==> src/rtl/toy_dispatch_eu_arbiter.sv <==
// Per-cycle issue scheduler: one round-robin grant per execution unit, gated by per-EU credits.
// Optional per-EU stall counters are built only when TOY_DISPATCH_ARB_PERF_EN is defined.
module toy_dispatch_eu_arbiter #(
  parameter int OOO_DEPTH  = 8,
  parameter int CREDIT_MAX = 4,
  parameter int CREDIT_W   = 4
) (
  input  logic                               clk,
  input  logic                               rst,
  input  logic [OOO_DEPTH-1:0]               v_req,
  input  logic [OOO_DEPTH-1:0][3:0]          v_req_goto,
  input  logic                               flush,
  input  logic [3:0]                         eu_credit_ret,
  output logic [OOO_DEPTH-1:0]               v_issue_en,
  output logic [3:0]                         eu_grant,
  output logic [3:0][CREDIT_W-1:0]           eu_credit,
  output logic [3:0]                         eu_busy,
  output logic                               cred_err,
  output logic [3:0][15:0]                   perf_stall_cnt
);

  localparam int                  PTR_W = (OOO_DEPTH > 1) ? $clog2(OOO_DEPTH) : 1;
  localparam logic [CREDIT_W-1:0] CMAX  = CREDIT_W'(CREDIT_MAX);

  logic [3:0][PTR_W-1:0]     r_rr_ptr;
  logic [3:0][CREDIT_W-1:0]  r_credit;
  logic                      r_err;

  logic [3:0][OOO_DEPTH-1:0] w_req;
  logic [OOO_DEPTH-1:0]      w_multi;
  logic [3:0]                w_elig;
  logic [3:0][PTR_W-1:0]     w_gidx;
  logic [PTR_W-1:0]          w_idx;
  logic [OOO_DEPTH-1:0]      w_issue;
  logic [3:0]                w_ovf;
  logic [3:0]                w_goto;

  // Lowest set target bit wins; extra bits only raise the error flag.
  always_comb begin
    w_req   = '0;
    w_multi = '0;
    w_goto  = '0;
    for (int i = 0; i < OOO_DEPTH; i++) begin
      w_goto      = v_req_goto[i];
      w_req[0][i] = v_req[i] & w_goto[0];
      w_req[1][i] = v_req[i] & w_goto[1] & ~w_goto[0];
      w_req[2][i] = v_req[i] & w_goto[2] & ~(|w_goto[1:0]);
      w_req[3][i] = v_req[i] & w_goto[3] & ~(|w_goto[2:0]);
      w_multi[i]  = v_req[i] & (|(w_goto & (w_goto - 4'd1)));
    end
  end

  // Descending scan so the first requester at or above the pointer overwrites the rest.
  always_comb begin
    w_elig  = '0;
    w_gidx  = '0;
    w_idx   = '0;
    w_issue = '0;
    for (int e = 0; e < 4; e++) begin
      w_elig[e] = (|w_req[e]) && (r_credit[e] != '0) && !flush && !rst;
      for (int k = OOO_DEPTH - 1; k >= 0; k--) begin
        w_idx = r_rr_ptr[e] + PTR_W'(k);
        if (w_req[e][w_idx]) w_gidx[e] = w_idx;
      end
      if (w_elig[e]) w_issue[w_gidx[e]] = 1'b1;
    end
  end

  always_comb begin
    w_ovf = '0;
    for (int e = 0; e < 4; e++)
      w_ovf[e] = eu_credit_ret[e] && !w_elig[e] && (r_credit[e] == CMAX);
  end

  always_ff @(posedge clk or posedge rst) begin
    if (rst) begin
      r_rr_ptr <= '0;
      r_credit <= {4{CMAX}};
      r_err    <= 1'b0;
    end else begin
      for (int e = 0; e < 4; e++) begin
        if (w_elig[e]) r_rr_ptr[e] <= w_gidx[e] + PTR_W'(1);
        case ({w_elig[e], eu_credit_ret[e]})
          2'b10:   r_credit[e] <= r_credit[e] - CREDIT_W'(1);
          2'b01:   if (r_credit[e] != CMAX) r_credit[e] <= r_credit[e] + CREDIT_W'(1);
          default: r_credit[e] <= r_credit[e];
        endcase
      end
      if ((|w_multi) || (|w_ovf)) r_err <= 1'b1;
    end
  end

`ifdef TOY_DISPATCH_ARB_PERF_EN
  logic [3:0][15:0] r_stall;

  always_ff @(posedge clk or posedge rst) begin
    if (rst) begin
      r_stall <= '0;
    end else begin
      for (int e = 0; e < 4; e++)
        if ((|w_req[e]) && !w_elig[e] && (r_stall[e] != 16'hFFFF))
          r_stall[e] <= r_stall[e] + 16'd1;
    end
  end

  assign perf_stall_cnt = r_stall;
`else
  assign perf_stall_cnt = '0;
`endif

  assign v_issue_en = w_issue;
  assign eu_grant   = w_elig;
  assign eu_credit  = r_credit;
  assign cred_err   = r_err;

  always_comb begin
    eu_busy = '0;
    for (int e = 0; e < 4; e++) eu_busy[e] = (r_credit[e] == '0);
  end

endmodule
==> config.mk <==
export PLATFORM = sky130hd
export DESIGN_NAME = toy_dispatch_eu_arbiter
export DESIGN_NICKNAME = d
export VERILOG_FILES = /design/src/rtl/toy_dispatch_eu_arbiter.sv
export SDC_FILE = /design/constraint.sdc
export NUM_CORES = 1
export LEC_CHECK = 0
export ABC_AREA = 1
export CORE_UTILIZATION = 55
export DETAILED_ROUTE_END_ITERATION = 7
export PLACE_DENSITY = 0.95
export SYNTH_ARGS = -nofsm -noshare
export SYNTH_HDL_FRONTEND = slang
export SYNTH_SLANG_ARGS = --single-unit
==> constraint.sdc <==
create_clock -name clk -period 8.13 [get_ports clk]
set_input_delay 1.626 -clock clk [delete_from_list [all_inputs] [get_ports clk]]
set_output_delay 1.626 -clock clk [all_outputs]
set_load 0.03 [all_outputs]
# Word level (Yosys, flattened, before mapping)
# Cells that the tools add are included.
[totals]
output_inout_bits = 97
wordCells = 409
regBits = 29
[classes]
reduce_logical = 77
n_mux = 116
bitwise = 99
eq_ne = 20
n_addsub = 48
order_cmp = 40
[op_table]
columns = ["cell", "n"]
rows = [
  ["3-bit by 4-bit less-than comparator with 1-bit output, second input constant", 36],
  ["1-bit binary-select mux with 3-bit select", 32],
  ["3-bit 2-to-1 mux", 32],
  ["1-bit bitwise AND", 64],
  ["3-bit adder, second input constant", 16],
  ["4-bit by 1-bit subtractor with 4-bit output, second input constant", 12],
  ["8-bit OR reduction", 5],
  ["1-bit 2-to-1 mux", 36],
  ["4-bit OR reduction", 9],
  ["4-bit bitwise AND", 8],
  ["8-bit 2-to-1 mux", 4],
  ["4-bit one-hot mux with 2 select lines", 4],
  ["3-bit by 1-bit adder with 3-bit output, second input constant", 8],
  ["3-bit by 2-bit adder with 3-bit output, second input constant", 8],
  ["1-bit logical AND", 24],
  ["1-bit inverter", 24],
  ["8-bit OR", 3],
  ["3-bit OR reduction", 8],
  ["4-bit by 1-bit adder with 4-bit output, second input constant", 4],
  ["4-bit by 3-bit equality test with 1-bit output, second input constant", 4],
  ["4-bit zero test", 4],
  ["4-bit 2-to-1 mux", 4],
  ["4-bit by 3-bit inequality test with 1-bit output, second input constant", 4],
  ["4-bit nonzero test", 4],
  ["other kinds (10)", 43],
]

# Logic depth before layout (Yosys ltp)
[logic_depth]
word_depth = 22
depth_mapped = 21
mapped_depth_nobuf = 20

# Worst setup path after synthesis
# No wires, ideal clock.
[synth_timing]
path_kind = "input port to output port"
startpoint = "input port v_req_goto[0] (netlist name)"
endpoint = "output port v_issue_en[0]"
path_stages = 18
path_slack_ns = 3.393
arrival_time_ns = 3.111
path_buffers = 0
path_cell_list = "nor2_2 -> nand2_2 -> o21ai_2 -> nand3_1 -> nand3_1 -> nand2_1 -> nor2_1 -> nand2_1 -> nand2_1 -> nand2_1 -> nand2_1 -> nand2_1 -> nand2_1 -> nand2_2 -> nand2_2 -> nor2_2 -> nand2_1 -> nand3_1"
[synth_between]
elab_chain_cells = 22
word_cells_on_any_way = 148
classes_between = "order compare (8); mux (108); bitwise (10); reduce/logical (22)"
[synth_rtl]
columns = ["item", "line", "text"]
rows = [
  ["start, declared", "11", "input logic [OOO_DEPTH-1:0][3:0] v_req_goto,"],
  ["1-bit bitwise AND / 1-bit inverter (equally long branches)", "45, 46", ""],
  ["1-bit binary-select mux with 3-bit select / 1-bit bitwise AND (equally long branches)", "63, 46", ""],
  ["1-bit 2-to-1 mux (implied by the code) / 1-bit binary-select mux with 3-bit select (equally long branches)", "63", "if (w_req[e][w_idx]) w_gidx[e] = w_idx;"],
  ["3-bit 2-to-1 mux / 1-bit 2-to-1 mux (equally long branches)", "63", ""],
  ["3-bit 2-to-1 mux (7 in series)", "63", ""],
  ["3-bit by 4-bit less-than comparator with 1-bit output (implied by the code) (tied with other cells)", "65", "if (w_elig[e]) w_issue[w_gidx[e]] = 1'b1;"],
  ["1-bit logical AND (implied by the code) (tied with other cells)", "65", ""],
  ["1-bit 2-to-1 mux (implied by the code) / 1-bit logical AND (equally long branches)", "65", ""],
  ["1-bit demux with 3-bit select / 1-bit 2-to-1 mux (equally long branches)", "65", ""],
  ["8-bit 2-to-1 mux / 1-bit demux with 3-bit select (equally long branches)", "65", ""],
  ["8-bit OR (no source line)", "-", ""],
  ["8-bit 2-to-1 mux", "65", ""],
  ["8-bit OR (no source line)", "-", ""],
  ["8-bit 2-to-1 mux", "65", ""],
  ["8-bit OR (no source line)", "-", ""],
  ["8-bit 2-to-1 mux *", "65", ""],
  ["end, declared", "14", "output logic [OOO_DEPTH-1:0] v_issue_en,"],
]
# Every way passes the cells marked *; elsewhere a longest branch is shown, timed or not. The select of a mux whose other input is x is not followed.

# Final worst setup path
[layout_timing]
startpoint = "input port v_req[5]"
endpoint = "output port v_issue_en[4]"
[layout_between]
elab_chain_cells = 22
word_cells_on_any_way = 146
classes_between = "order compare (8); mux (108); bitwise (10); reduce/logical (20)"
[layout_rtl]
columns = ["item", "line", "text"]
rows = [
  ["start, declared", "10", "input logic [OOO_DEPTH-1:0] v_req,"],
  ["1-bit bitwise AND, on equally long branches", "45, 46", ""],
  ["1-bit binary-select mux with 3-bit select / 1-bit bitwise AND (equally long branches)", "63, 46", ""],
  ["1-bit 2-to-1 mux (implied by the code) / 1-bit binary-select mux with 3-bit select (equally long branches)", "63", ""],
  ["3-bit 2-to-1 mux / 1-bit 2-to-1 mux (equally long branches)", "63", ""],
  ["3-bit 2-to-1 mux (7 in series)", "63", ""],
  ["3-bit by 4-bit less-than comparator with 1-bit output (implied by the code) (tied with other cells)", "65", ""],
  ["1-bit logical AND (implied by the code) (tied with other cells)", "65", ""],
  ["1-bit 2-to-1 mux (implied by the code) / 1-bit logical AND (equally long branches)", "65", ""],
  ["1-bit demux with 3-bit select / 1-bit 2-to-1 mux (equally long branches)", "65", ""],
  ["8-bit 2-to-1 mux / 1-bit demux with 3-bit select (equally long branches)", "65", ""],
  ["8-bit OR (no source line)", "-", ""],
  ["8-bit 2-to-1 mux", "65", ""],
  ["8-bit OR (no source line)", "-", ""],
  ["8-bit 2-to-1 mux", "65", ""],
  ["8-bit OR (no source line)", "-", ""],
  ["8-bit 2-to-1 mux *", "65", ""],
]
# Marks and branches as above.

==> flow_metrics.tcl <==
set metrics [dict create \
    grt_util_all_layers 0.286 \
    tightest_slew_ns 0.622 \
    grt_pass1_wl_mm 26.1 \
    wl_per_cell_um 13.5 \
    yosys-top-cells-area "nand2_1, nand3_1, dfrtp_1" \
    cpMaxStageDelayCell "clkdlybuf4s50_1" \
    core_um2 10200 \
    cp_common_cell "nand2_1" \
    fillers 956 \
    slew_viol_final 0 \
    synthFlopType "dfrtp_1" \
    fmax_ghz 0.160 \
    start_util 0.564 \
    num_io_pins 144 \
    hpwl_mm 13.0 \
    setup_viol 0 \
    grt_pass1_vias 5875 \
    cts_setup_buffers 0 \
    worst-r2r-setup-slack_ns 5.04 \
    cts_sinks 29 \
    die_x_um 104 \
    critPathTopFamily "buffers and inverters" \
    ys_ff_latch 29 \
    hp-class "reg2reg" \
    ys_types 46 \
    ys_warn_count 0 \
    dieHeight_um 104 \
    die_area_um2 10900 \
    ys_seq_area_frac 0.127 \
    viasPerCell 5.53 \
    syn_to_final_growth_pct 12.8 \
    finalHoldViolations 0 \
    clock_latency_ns 0.29 \
    slew_headroom 0.586 \
    grt_start_max_net_pins 30 \
    drc 0 \
    critical_path_class "in2out" \
    grt_overflow 0 \
    synth-async-reset-ratio 1.00 \
    antenna_found_initial 0 \
    clk_pin_slew_worst_paths_ns 0.07 \
    syn_area_um2 5770 \
    endpoint_kind "primary output" \
    placed_area_um2 6400 \
    cts_hold_buf 0 \
    ctsRootBufferMaster "clkbuf_8" \
    drtIter0Drc 591 \
    path_buf_inv 4 \
    htreeDepth 2 \
    arrival_ns 4.61 \
    critPathLaunchType "input port" \
    grt_setup_unrepaired "no" \
    n_antenna_cell 0 \
    finalNetCount 1125 \
    syn_inst 983 \
    min_period_over_period 0.767 \
    cts_resized 0 \
    synth_edf_count 0 \
    status "completed" \
    setup_tns_ns 0 \
    skew_ns 0.00674 \
    route.antenna.remaining_nets 0 \
    synth_top_area_cell "nand2_1" \
    crit_path_max_incr_delay_ns 0.70 \
    cap_violations 0 \
    required_ns 6.50 \
    cts_tree "yes" \
    wl_mm 16.1 \
    place.port_buffers 79 \
    crit_fanout 6 \
    synth_top_area_share 0.185 \
    fin_crit_ns 6.24 \
    avgSynthCellArea_um2 5.87 \
    dr.pass1.iters 5 \
    fin_area_um2 6500 \
    crit_chain "clkdlybuf4s50_1 -> nand2_1 -> inv_2 -> nand2_1 -> nand3_1 -> o21a_1 -> nand2_1 -> nand2_1 -> inv_1 -> nand2_1 -> nand2_1 -> nand3_1 -> nand3_1 -> a21boi_1 -> nand2_1 -> nor2_1 -> a21oi_1 -> nand2_1 -> clkdlybuf4s50_1" \
    cts_buffers 5 \
    final_layout_size_suffix_gt1_frac 0.108 \
    rows 37 \
    clock_path_buffers 2 \
    place_congestion 0.998 \
    routed-via-count 6601 \
]
## cell type report
class,count,area [µm²],share of cell area
clock inverter,1,5.00,0.000770
timing repair buffer,80,798,0.123
tap,136,170,0.0262
clock buffer,7,96.3,0.0148
inverter,142,533,0.0820
multi-input combinational,798,4170,0.641
sequential,29,731,0.112
## cells in the mapped netlist, types with 10 or more instances
cell type,number
nor2_1,48
xor2_1,14
a21oi_1,44
nand2_2,29
nand2_1,284
ha_1,18
dfrtp_1,25
o21ai_0,24
inv_1,112
inv_2,26
nand3_2,11
buf_4,69
nor2_2,10
nand3_1,157
nand4_1,17
## kinds of logic after synthesis
family                     count (synthesis)  share of synthesized area
and+or+nand+nor                          578                      0.466
buffers and inverters                    219                      0.191
AOI/OAI and AO/OA                        101                      0.101
DFF                                       29                      0.127
xor gates and xnor gates                  25                     0.0471
adders and majority gates                 22                     0.0529
muxes                                      8                     0.0148
other                                      1                   0.000650
## per-stage QoR
stage          hold slack (ns)   util  std cells  setup WS (ns)
6_report                 0.547  0.636       1193           1.89
5_1_grt                  0.573  0.636       1193           1.61
4_1_cts                  0.548  0.636       1193           1.95
3_5_place_dp             0.538  0.626       1185           1.98
3_3_place_gp             0.519  0.626       1185           2.00
2_1_floorplan            0.576      -       1046           3.39
## worst paths after layout
path / endpoint / depth (start not counted) / from
setup / recovery: v_issue_en[4] / 19 / v_req[5]
hold / removal: eu_credit[2] / 2 / eu_credit[2]
setup reg to reg: r_rr_ptr[8] / 17 / r_rr_ptr[6]
hold reg to reg: eu_credit[2] / 2 / eu_credit[2]
max in group asynchronous: eu_credit[10] / 3 / rst
min in group asynchronous: eu_credit[8] / 3 / rst
## worst min-delay path, cell delays in order (launching register included)
cell and delay [ns]:
dfstp_2 0.39, inv_1 0.07, o21ai_0 0.08
## sequential cells by signal, indices dropped and copies added (netlist names)
name / cells
r_rr_ptr: 12
eu_credit: 16
cred_err: 1
## layer usage
metal  share of wire  track usage  vias to the layer above
met1            0.41        0.365                     2969
li1                -            -                     3191
met2            0.45        0.472                      380
met4           0.033        0.103                        0
met3            0.10       0.0620                       61
met5               0            0                        -
## placed cells by master, fill, tap and decap left out, types with 6 or more instances in the layout
master / instances
a21oi_1: 44
clkbuf_8: 7
clkdlybuf4s50_1: 79
conb_1: 64
dfrtp_1: 25
ha_1: 18
inv_1: 112
inv_2: 26
nand2_1: 284
nand2_2: 29
nand3_1: 157
nand3_2: 11
nand4_1: 17
nor2_1: 48
nor2_2: 10
nor2_4: 7
nor4_1: 6
o211ai_1: 6
o21ai_0: 24
o21ai_1: 7
xor2_1: 14
xor2_2: 7
Power is left out: the tool's default activity adds up to more than one toggle a clock period on the data nets, which glitch-free logic cannot reach.
